<file path="src/rtl/reg_dump_reader_pkg.sv">
// rtl/reg_dump_reader_pkg.sv - shared CPU defines: register file geometry and dump reader state encoding
package reg_dump_reader_pkg;

  localparam int XLEN       = 32;
  localparam int REG_ADDR_W = 5;
  localparam int NUM_REGS   = 32;

  // Dump reader sequencing; encodings are fixed so trace tooling can decode them.
  typedef enum logic [1:0] {
    ST_IDLE  = 2'd0,
    ST_RUN   = 2'd1,
    ST_DRAIN = 2'd2
  } dump_state_e;

endpackage

</file>
<file path="src/rtl/reg_dump_reader_if.sv">
// rtl/reg_dump_reader_if.sv - control, register-file read port and output stream of the dump reader
interface reg_dump_reader_if #(
  parameter int ADDR_W = 5,
  parameter int DATA_W = 32
);

  // Control
  logic              start;
  logic [ADDR_W-1:0] first_reg;
  logic [ADDR_W-1:0] last_reg;
  logic              busy;
  logic              done;

  // Register file read port
  logic [ADDR_W-1:0] rf_addr;
  logic [DATA_W-1:0] rf_data;

  // Output stream of {index, value} beats
  logic              out_valid;
  logic              out_ready;
  logic [ADDR_W-1:0] out_index;
  logic [DATA_W-1:0] out_data;
  logic              out_last;

  // Reader side
  modport master (
    input  start, first_reg, last_reg, rf_data, out_ready,
    output busy, done, rf_addr, out_valid, out_index, out_data, out_last
  );

  // Requester / register file / sink side
  modport slave (
    output start, first_reg, last_reg, rf_data, out_ready,
    input  busy, done, rf_addr, out_valid, out_index, out_data, out_last
  );

endinterface

</file>
<file path="src/rtl/reg_dump_reader.sv">
// rtl/reg_dump_reader.sv - walks a wrap-capable register range and streams {index, value} beats
module reg_dump_reader #(
  parameter int NUM_REGS = reg_dump_reader_pkg::NUM_REGS,
  parameter int ADDR_W   = reg_dump_reader_pkg::REG_ADDR_W,
  parameter int DATA_W   = reg_dump_reader_pkg::XLEN
) (
  input logic               clk,
  input logic               reset,
  reg_dump_reader_if.master dump
);

  import reg_dump_reader_pkg::*;

  dump_state_e       state_q;
  logic [ADDR_W-1:0] idx_q;
  logic [ADDR_W-1:0] idx_d;
  logic [ADDR_W-1:0] last_q;
  logic              out_valid_q;
  logic [ADDR_W-1:0] out_index_q;
  logic [DATA_W-1:0] out_data_q;
  logic              out_last_q;
  logic              done_q;
  logic              slot_free;
  logic              at_last;

  // Successor index, wrapping from the top register back to x0.
  assign idx_d     = (idx_q == ADDR_W'(NUM_REGS - 1)) ? '0 : idx_q + ADDR_W'(1);
  // The one-entry output slot can take a beat when empty or being drained this cycle.
  assign slot_free = !out_valid_q || dump.out_ready;
  assign at_last   = (idx_q == last_q);

  // Sequencer and output slot: capture a beat whenever the slot frees up, hold it under backpressure.
  always_ff @(posedge clk or posedge reset) begin
    if (reset) begin
      state_q     <= ST_IDLE;
      idx_q       <= '0;
      last_q      <= '0;
      out_valid_q <= 1'b0;
      out_index_q <= '0;
      out_data_q  <= '0;
      out_last_q  <= 1'b0;
      done_q      <= 1'b0;
    end else begin
      done_q <= 1'b0;
      case (state_q)
        ST_IDLE: begin
          if (dump.start) begin
            idx_q   <= dump.first_reg;
            last_q  <= dump.last_reg;
            state_q <= ST_RUN;
          end
        end
        ST_RUN: begin
          if (slot_free) begin
            out_valid_q <= 1'b1;
            out_index_q <= idx_q;
            out_data_q  <= dump.rf_data;
            out_last_q  <= at_last;
            if (at_last) begin
              state_q <= ST_DRAIN;
            end else begin
              idx_q <= idx_d;
            end
          end
        end
        ST_DRAIN: begin
          if (out_valid_q && dump.out_ready) begin
            out_valid_q <= 1'b0;
            out_last_q  <= 1'b0;
            done_q      <= 1'b1;
            state_q     <= ST_IDLE;
          end
        end
        default: state_q <= ST_IDLE;
      endcase
    end
  end

  assign dump.busy      = (state_q != ST_IDLE);
  assign dump.done      = done_q;
  assign dump.rf_addr   = (state_q == ST_RUN) ? idx_q : '0;
  assign dump.out_valid = out_valid_q;
  assign dump.out_index = out_index_q;
  assign dump.out_data  = out_data_q;
  assign dump.out_last  = out_last_q;

endmodule

</file>
<file path="src/flat_wrapper.sv">
// flat-port wrapper written by rule: the top's interface ports become plain ports
module reg_dump_reader_flat import reg_dump_reader_pkg::*;
#(
  parameter int NUM_REGS = reg_dump_reader_pkg::NUM_REGS,
  parameter int ADDR_W   = reg_dump_reader_pkg::REG_ADDR_W,
  parameter int DATA_W   = reg_dump_reader_pkg::XLEN
)
  (clk, reset, dump_start, dump_first_reg, dump_last_reg, dump_rf_data, dump_out_ready, dump_busy, dump_done, dump_rf_addr, dump_out_valid, dump_out_index, dump_out_data, dump_out_last);
  reg_dump_reader_if #(.ADDR_W(ADDR_W), .DATA_W(DATA_W)) dump_i ();
  input logic clk;
  input logic reset;
  input wire logic [$bits(dump_i.start)-1:0] dump_start;
  input wire logic [$bits(dump_i.first_reg)-1:0] dump_first_reg;
  input wire logic [$bits(dump_i.last_reg)-1:0] dump_last_reg;
  input wire logic [$bits(dump_i.rf_data)-1:0] dump_rf_data;
  input wire logic [$bits(dump_i.out_ready)-1:0] dump_out_ready;
  output wire logic [$bits(dump_i.busy)-1:0] dump_busy;
  output wire logic [$bits(dump_i.done)-1:0] dump_done;
  output wire logic [$bits(dump_i.rf_addr)-1:0] dump_rf_addr;
  output wire logic [$bits(dump_i.out_valid)-1:0] dump_out_valid;
  output wire logic [$bits(dump_i.out_index)-1:0] dump_out_index;
  output wire logic [$bits(dump_i.out_data)-1:0] dump_out_data;
  output wire logic [$bits(dump_i.out_last)-1:0] dump_out_last;
  assign dump_i.start = dump_start;
  assign dump_i.first_reg = dump_first_reg;
  assign dump_i.last_reg = dump_last_reg;
  assign dump_i.rf_data = dump_rf_data;
  assign dump_i.out_ready = dump_out_ready;
  assign dump_busy = dump_i.busy;
  assign dump_done = dump_i.done;
  assign dump_rf_addr = dump_i.rf_addr;
  assign dump_out_valid = dump_i.out_valid;
  assign dump_out_index = dump_i.out_index;
  assign dump_out_data = dump_i.out_data;
  assign dump_out_last = dump_i.out_last;
  reg_dump_reader #(.NUM_REGS(NUM_REGS), .ADDR_W(ADDR_W), .DATA_W(DATA_W)) u_core (.clk(clk), .reset(reset), .dump(dump_i));
endmodule
</file>
<file path="config.mk">
export PLATFORM = sky130hd
export DESIGN_NAME = reg_dump_reader_flat
export DESIGN_NICKNAME = d
export VERILOG_FILES = /design/src/rtl/reg_dump_reader_pkg.sv /design/src/rtl/reg_dump_reader_if.sv /design/src/rtl/reg_dump_reader.sv /design/src/flat_wrapper.sv
export SDC_FILE = /design/constraint.sdc
export NUM_CORES = 1
export LEC_CHECK = 0
export ABC_AREA = 1
export BUFFER_PORTS_ARGS = -buffer_cell sky130_fd_sc_hd__buf_4
export CORE_UTILIZATION = 52
export CTS_CLUSTER_SIZE = 30
export DETAILED_ROUTE_END_ITERATION = 10
export GPL_TIMING_DRIVEN = 0
export PLACE_DENSITY = 0.82
export SYNTH_ARGS = -nofsm -noshare
export SYNTH_HDL_FRONTEND = slang
export SYNTH_SLANG_ARGS = --single-unit
</file>
<file path="constraint.sdc">
create_clock -name clk -period 3.3 [get_ports clk]
set_input_delay 0.165 -clock clk [delete_from_list [all_inputs] [get_ports clk]]
set_output_delay 0.165 -clock clk [all_outputs]
set_load 0.02 [all_outputs]
</file>
After elaboration in Yosys (flattened, before gate mapping):

Index checks and enable logic that the tools add are counted.

* register bits: 52
* bits of input ports: 46
* word-level logic and storage cells: 48

* add/sub/neg operators: 1
* equality and inequality tests: 9
* multiplexer cells: 18
* reduce and logical (&&, ||, !) cells: 12

Operators by type and width (number)
* 2-to-1 mux 5 bit: 5
* one-hot mux 5 bit (2 select lines): 1
* 2-to-1 mux 2 bit: 4
* AND reduction 4 bit: 2
* != test 2 x 1 -> 1 bit (second input constant): 3
* one-hot mux 2 bit (3 select lines): 1
* nonzero test 2 bit: 3
* adder 5 x 1 -> 5 bit (second input constant): 1
* == test 5 bit: 1
* == test 5 bit (second input constant): 1
* 2-to-1 mux 1 bit: 5
* != test 2 bit (second input constant): 2
* one-hot mux 1 bit (2 select lines): 2
* AND reduction 2 bit: 2
* AND reduction 3 bit: 1
* == test 2 x 1 -> 1 bit (second input constant): 1
* == test 2 bit (second input constant): 1
* zero test 2 bit: 1
* logical AND 1 bit: 1
* zero test 1 bit: 1
* logical OR 1 bit: 1

Longest topological paths before layout:

Gate-level depths: netlist of the first run.

* depth after elaboration: 5
* depth in mapped cells: 10
* mapped depth without buffers: 10

Worst setup path after synthesis of the first run:

No wires, ideal clock.

* kind: reg2reg
* start point: reg u_core.idx_q[0]
* end point: reg u_core.idx_q[3]
* setup time: 65 ps
* arrival time: 1376 ps
* required time: 3235 ps
* setup slack: 1858 ps
* cell stages (with the launch flop): 10
* cell sequence: dfrtp_1 -> ha_1 -> nand2_1 -> nor2_1 -> ha_1 -> nor2_1 -> nand2_1 -> o21ai_0 -> nand3_1 -> nand2_1

* word-level cells in the longest chain between the ends: 5

Ends and longest elaborated chain
* start: declaration: RTL line reg_dump_reader.sv:15 `logic [ADDR_W-1:0] idx_q;`
* start signal: assignment: RTL line reg_dump_reader.sv:48 `idx_q <= dump.first_reg;`
* start signal: assignment: RTL line reg_dump_reader.sv:62 `idx_q <= idx_d;`
* adder 5 x 1 -> 5 bit or == test 5 bit (tied branches): RTL line reg_dump_reader.sv:27 `assign idx_d = (idx_q == ADDR_W'(NUM_REGS - 1)) ? '0 : idx_q + ADDR_W'(1);`
* 2-to-1 mux 5 bit: RTL line reg_dump_reader.sv:27
* 2-to-1 mux 5 bit: RTL line reg_dump_reader.sv:59 `if (at_last) begin`
* 2-to-1 mux 5 bit: RTL line reg_dump_reader.sv:54 `if (slot_free) begin`
* one-hot mux 5 bit (2 select lines): RTL line reg_dump_reader.sv:45 `case (state_q)`

Several ways; a longest one is shown, not always the timed one. The select of a mux whose other input is x is not followed.
A chain may end at the register's enable or synchronous reset.

Worst setup path in the final report of the first run:

Ends and elaborated chain as after synthesis.

==> run metrics, run 1 <==
flops & latches, synth 52; starting density of the core 0.5600; crit path DAT about 1.9 ns; final clock period utilization by the worst path 0.5044; post-layout instance area around 3200 sq um; Post-Syn Area 2305 sq um; Initial DRC Count 100; Critical Path, Cell by Cell ha_1 > nand2_1 > nor2_1 > ha_1 > nor2_1 > nand2_1 > o21ai_0 > nand3_1 > nand2_1; area grow syn2layout 39.47%; global router's overall resource usage 0.2152; clk_lat worst skew 0.30 ns; Top Ports 92; max incr delay on CP 0.49 ns; Worst-path clk slew 0.09 ns; Syn Nets 266; cell count after placement 357; Slew @ Worst Pin between 0.6 and 0.7 ns; DP Worst Slack ~1.6 ns; vias in the first global route 1671; H-tree Lvls 2; setup_tns 0 ns; crit path max-delay cell type dfrtp_1; Placed Area between 3000 and 4000 sq um; first-pass GRT wire length around 7.3 mm; final setup fails 0; type of origin of the critical path register; status finished, final reports clean; pwr dens between 1000 and 1500 nW/um^2; worst setup path class register to register; post-synthesis sequential area ratio 0.5646; DRC 0; CTS sink cnt 52; drt wl/cell 13.28 microns; Avg Cell Area, Syn around 11 sq um; Ant. Diodes 0; layout cell share with drive strength beyond 1 0.4589; worst path bufs/invs 0; DR pass1 iterations 4; Max Fclk 0.6008 GHz; max-slew violation count 0; Setup Buffers After CTS 0; Rel. slew slack 0.5782; Clock Path Buffers 2; Vias/cell roughly 4.9; RSZ-0062 raised after global routing false; Post-Layout Cell Count 366; post-cts resize count 0; Gate Count Post-Synth 215; Port Buffers between 90 and 100; setup ws final about 1.6 ns; Post-DP HPWL around 3.8 mm; Num CTS Buffers 5; Max IR drop VDD about 0.00056 V; cell mode on critical path nand2_1; post-route minimum period 1.664 ns; CP endpoint kind register; total die area between 4000 and 5000 sq um; Setup Skew 0.006968 ns; CTS root buf clkbuf_8; Core Area 4115 sq um; largest net degree at the start of global routing 30; TritonCTS clock tree done; MaxCap Viol Count 0; hold_buf cts 1; row count 23; gpl congestion 0.7650; die height 68.58 microns; Leak Pwr 1.703 nW; worst hold-check path type input pin to register; Remaining Overflow, GRT 0; Hold Vio Cnt, Final 0; Layout fillers 277; antenna-violating nets left 0; Die Span X 68.58 microns; Ys Warns 0; synth unique cells 23; Crit path max-delay family simple AND/OR/NAND/NOR gates; Critical Path RT ~3.5 ns; drt total wl 4.861 mm; DR vias 1790; fin nets 366; initial antenna violation count 0; CP max FO 7
layout by cell type (no fill, tap or decap), types with 2 or more instances in the layout:
master and n:
o21ai_0 11, ha_1 5, mux2_1 2, inv_1 21, nand2_1 50, inv_2 2, nor3_1 2, dfrtp_1 52
clkbuf_8 7, o21ai_1 2, buf_4 94, a21oi_1 4, nor2_1 12, mux2_2 32, nand2_4 2, nand3_1 7
layer usage:
layer  GRT usage  vias to the layer above  wire length (microns)
met2      0.3676                       58                   2458
met4     0.08594                        0                    107
met1      0.2532                      836                   1956
li1            -                      887                      -
met3     0.06250                        9                    338
met5           0                        -                      0
path summary, 6_finish.rpt:
| check | startpoint | end | slack (ns) | depth (start not counted) |
|---|---|---|---|---|
| worst max register to register | u_core.idx_q[0] | u_core.idx_q[3] | 1.64 | 9 |
| worst min register to register | u_core.dump.out_index[2] | u_core.dump.out_index[2] | 0.50 | 2 |
| worst max-delay path | u_core.idx_q[0] | u_core.idx_q[3] | 1.64 | 9 |
| max in group asynchronous | reset | u_core.dump.out_data[14] | 2.26 | 4 |
| worst min-delay path | dump_rf_data[3] | u_core.dump.out_data[3] | 0.09 | 2 |
| min in group asynchronous | reset | u_core.dump.out_data[24] | 0.50 | 3 |
area by class of cell:
class / count / area, sq um / area share
plain buffers: 5 / 38.79 / 0.01207
clock inverters: 1 / 30.03 / 0.009342
flip-flops and latches: 52 / 1301 / 0.4048
multi-input cells: 135 / 878.3 / 0.2733
well taps: 50 / 62.56 / 0.01946
inverters: 23 / 86.33 / 0.02686
clock buffers: 7 / 96.34 / 0.02997
repair buffers: 93 / 720.7 / 0.2242
synthesized netlist by cell type, drive strengths merged:
master / instances / area, sq um
a21o: 1 / 7.510
a21oi: 4 / 20.02
buf: 5 / 38.78
dfrtp: 52 / 1301
ha: 5 / 62.56
inv: 23 / 86.33
mux2: 34 / 382.9
nand2: 53 / 216.5
nand3: 8 / 45.04
nor2: 13 / 51.30
nor3: 2 / 10.01
o21ai: 14 / 73.82
xnor2: 1 / 8.760
stage by stage:
step	util	power (W)	hold slack [ns]
after detailed placement	0.7479	0.002944	0.2973
final	0.7811	0.003388	0.08804
after CTS	0.7811	0.003416	0.08157
after global placement	0.7413	0.002876	0.3824
after floorplan	-	0.002282	0.2967
after global routing	0.7811	0.003636	0.07839
sequential cells by signal, indices dropped and copies added (netlist names):
register / cells
u_core.last_q: 5
u_core.dump.out_data: 32
u_core.dump.out_last: 1
u_core.dump.out_valid: 1
u_core.dump.out_index: 5
u_core.idx_q: 5
u_core.dump.done: 1
u_core.state_q: 2
report_power, final:
part / leakage, nW / internal (W) / switching [W]
Sequential: 0.623 / 0.000953 / 0.000197
Clock: 0.0645 / 0.000268 / 0.000199
Combinational: 1.02 / 0.000819 / 0.000953
Total: 1.70 / 0.00204 / 0.00135
kinds of logic (layout without fill, tap and decap cells):
group           count (synthesis)  in the layout  share of synthesized area
compound gates                 19             19                    0.04398
xor+xnor                        1              1                   0.003801
fa+ha+maj                       5              5                    0.02714
buf+inv                        28            129                    0.05428
flops                          52             52                     0.5646
mux                            34             34                     0.1661
simple gates                   76             76                     0.1401
(Power assumes the default switching activity.)
==> run 2: changes to the inputs <==
CORE_UTILIZATION = 48   (was 52)
PLACE_DENSITY = 0.76   (was 0.82)
clock period = 1.7 ns   (was 3.3 ns; I/O delays follow)
==> run metrics, run 2 (same netlist as run 1, synthesis figures left out) <==
gpl congestion 0.8580; CP max FO 5; Leak Pwr 1.737 nW; Ant. Diodes 0; Layout fillers 320; worst path bufs/invs 0; Max IR drop VDD 0.001026 V; Initial DRC Count 75; Post-DP HPWL 3.762 mm; RSZ-0062 raised after global routing false; Critical Path, Cell by Cell ha_1 > nand2_1 > nor2_1 > ha_1 > nor2_2 > nand2_1 > o21ai_1 > nand3_1 > nand2_1; worst hold-check path type input pin to register; Die Span X 71.29 microns; initial antenna violation count 0; crit path max-delay cell type dfrtp_2; CTS sink cnt 52; total die area 5082 sq um; Pwr Total between 0.006 and 0.007 W; CP endpoint kind register; failing checks design-rule violations; fin nets 377; Vias/cell between 4 and 5; commonest non-fill, non-tap cells in the layout 98 x buf_4, 50 x nand2_1, 50 x dfrtp_1; status complete, but fails checks; Rel. slew slack 0.6517; vias in the first global route 1779; drt total wl 5.082 mm; worst setup path class register to register; Setup Skew 0.005838 ns; Port Buffers a little over 90; antenna-violating nets left 0; DR vias about 1900; TritonCTS clock tree done; H-tree Lvls 2; DP Worst Slack 0.08462 ns; area of the multi-input gates 880.8 sq um; CTS root buf clkbuf_8; crit path DAT 1.79 ns; Worst-path clk slew 0.09 ns; drt wl/cell 13.41 microns; starting density of the core 0.5151; area grow syn2layout 43.00%; Core Area 4474 sq um; Clock Path Buffers 2; max reg flops 32; clk_lat worst skew approximately 0.30 ns; row count 24; Slew @ Worst Pin 0.5218 ns; final setup fails 0; Max Fclk 0.6444 GHz; type of origin of the critical path register; DR pass1 iterations 7; cell mode on critical path nand2_1; setup_tns 0 ns; commonest non-fill, non-tap cell in the layout buf_4; max-slew violation count 0; layout cell share with drive strength beyond 1 0.4618; Remaining Overflow, GRT 0; Top Ports 92; die height about 71 microns; register area 1304 sq um; Hold Vio Cnt, Final 0; largest net degree at the start of global routing 31; final clock period utilization by the worst path 0.9128; post-route minimum period roughly 1.6 ns; first-pass GRT wire length 8.073 mm; Num CTS Buffers 5; global router's overall resource usage 0.2074; MaxCap Viol Count 0; max incr delay on CP 0.45 ns; pwr dens 2000 nW/um^2; Crit path max-delay family simple AND/OR/NAND/NOR gates; setup ws final 0.1483 ns; Critical Path RT 1.94 ns; DRC 11
-- run 2: final timing paths --
kind                                           from                  endpoint  slack, ns  cells past startpoint
max reg2reg                         u_core.idx_q[0]           u_core.idx_q[3]       0.15                      9
max in group asynchronous                     reset  u_core.dump.out_data[13]       0.76                      4
min in group asynchronous                     reset  u_core.dump.out_data[22]       0.40                      3
min                                dump_rf_data[23]  u_core.dump.out_data[23]       0.01                      2
min reg2reg                u_core.dump.out_index[3]  u_core.dump.out_index[3]       0.50                      2
max                                 u_core.idx_q[0]           u_core.idx_q[3]       0.15                      9
-- run 2: report_power, final --
part,internal [W],switching (W),total (W)
Clock,0.000437,0.000389,0.000826
Sequential,0.00185,0.000357,0.00221
Combinational,0.00165,0.00190,0.00355
Total,0.00394,0.00265,0.00659
-- run 2: final cells by class --
type,count,share of cell area
Inverter,23,0.02620
Timing Repair Buffer,104,0.2468
Sequential cell,52,0.3956
Tap cell,52,0.01974
Multi-Input combinational cell,135,0.2673
Clock buffer,6,0.02202
Buffer,5,0.01177
Clock inverter,2,0.01063
-- run 2: metrics by stage --
stage / instances / hold slack, ns / utilization / instance area [sq um]
2_1_floorplan: 215 / 0.2167 / - / 2305
3_3_place_gp: 358 / 0.3060 / 0.6823 / 3053
3_5_place_dp: 359 / 0.1566 / 0.6868 / 3073
4_1_cts: 371 / 0.0008163 / 0.7198 / 3221
5_1_grt: 379 / 0.002853 / 0.7366 / 3296
6_report: 379 / 0.009811 / 0.7366 / 3296
-- run 2: per-layer routing --
layer | up-vias | global-route usage | part of all wire | routed length [microns]
li1 | 920 | - | - | -
met1 | 847 | 0.2604 | 0.43 | 2179
met2 | 74 | 0.3524 | 0.48 | 2463
met3 | 11 | 0.04079 | 0.069 | 353
met4 | 0 | 0.08667 | 0.017 | 86
met5 | - | 0 | 0 | 0
-- run 2: timing repair --
item                       in CTS  in global routing
resized for setup               0                  4
hold endpoints to repair       25                  4
setup buffers                   0                  4
hold buffers                    4                  4
setup endpoints to repair       0                  2
-- run 2: worst reg2reg max path: stages (launching register included) --
cell and delay, ns:
dfrtp_2 0.45, ha_1 0.22, nand2_1 0.09, nor2_1 0.05, ha_1 0.20, nor2_2 0.13
nand2_1 0.06, o21ai_1 0.13, nand3_1 0.09, nand2_1 0.08
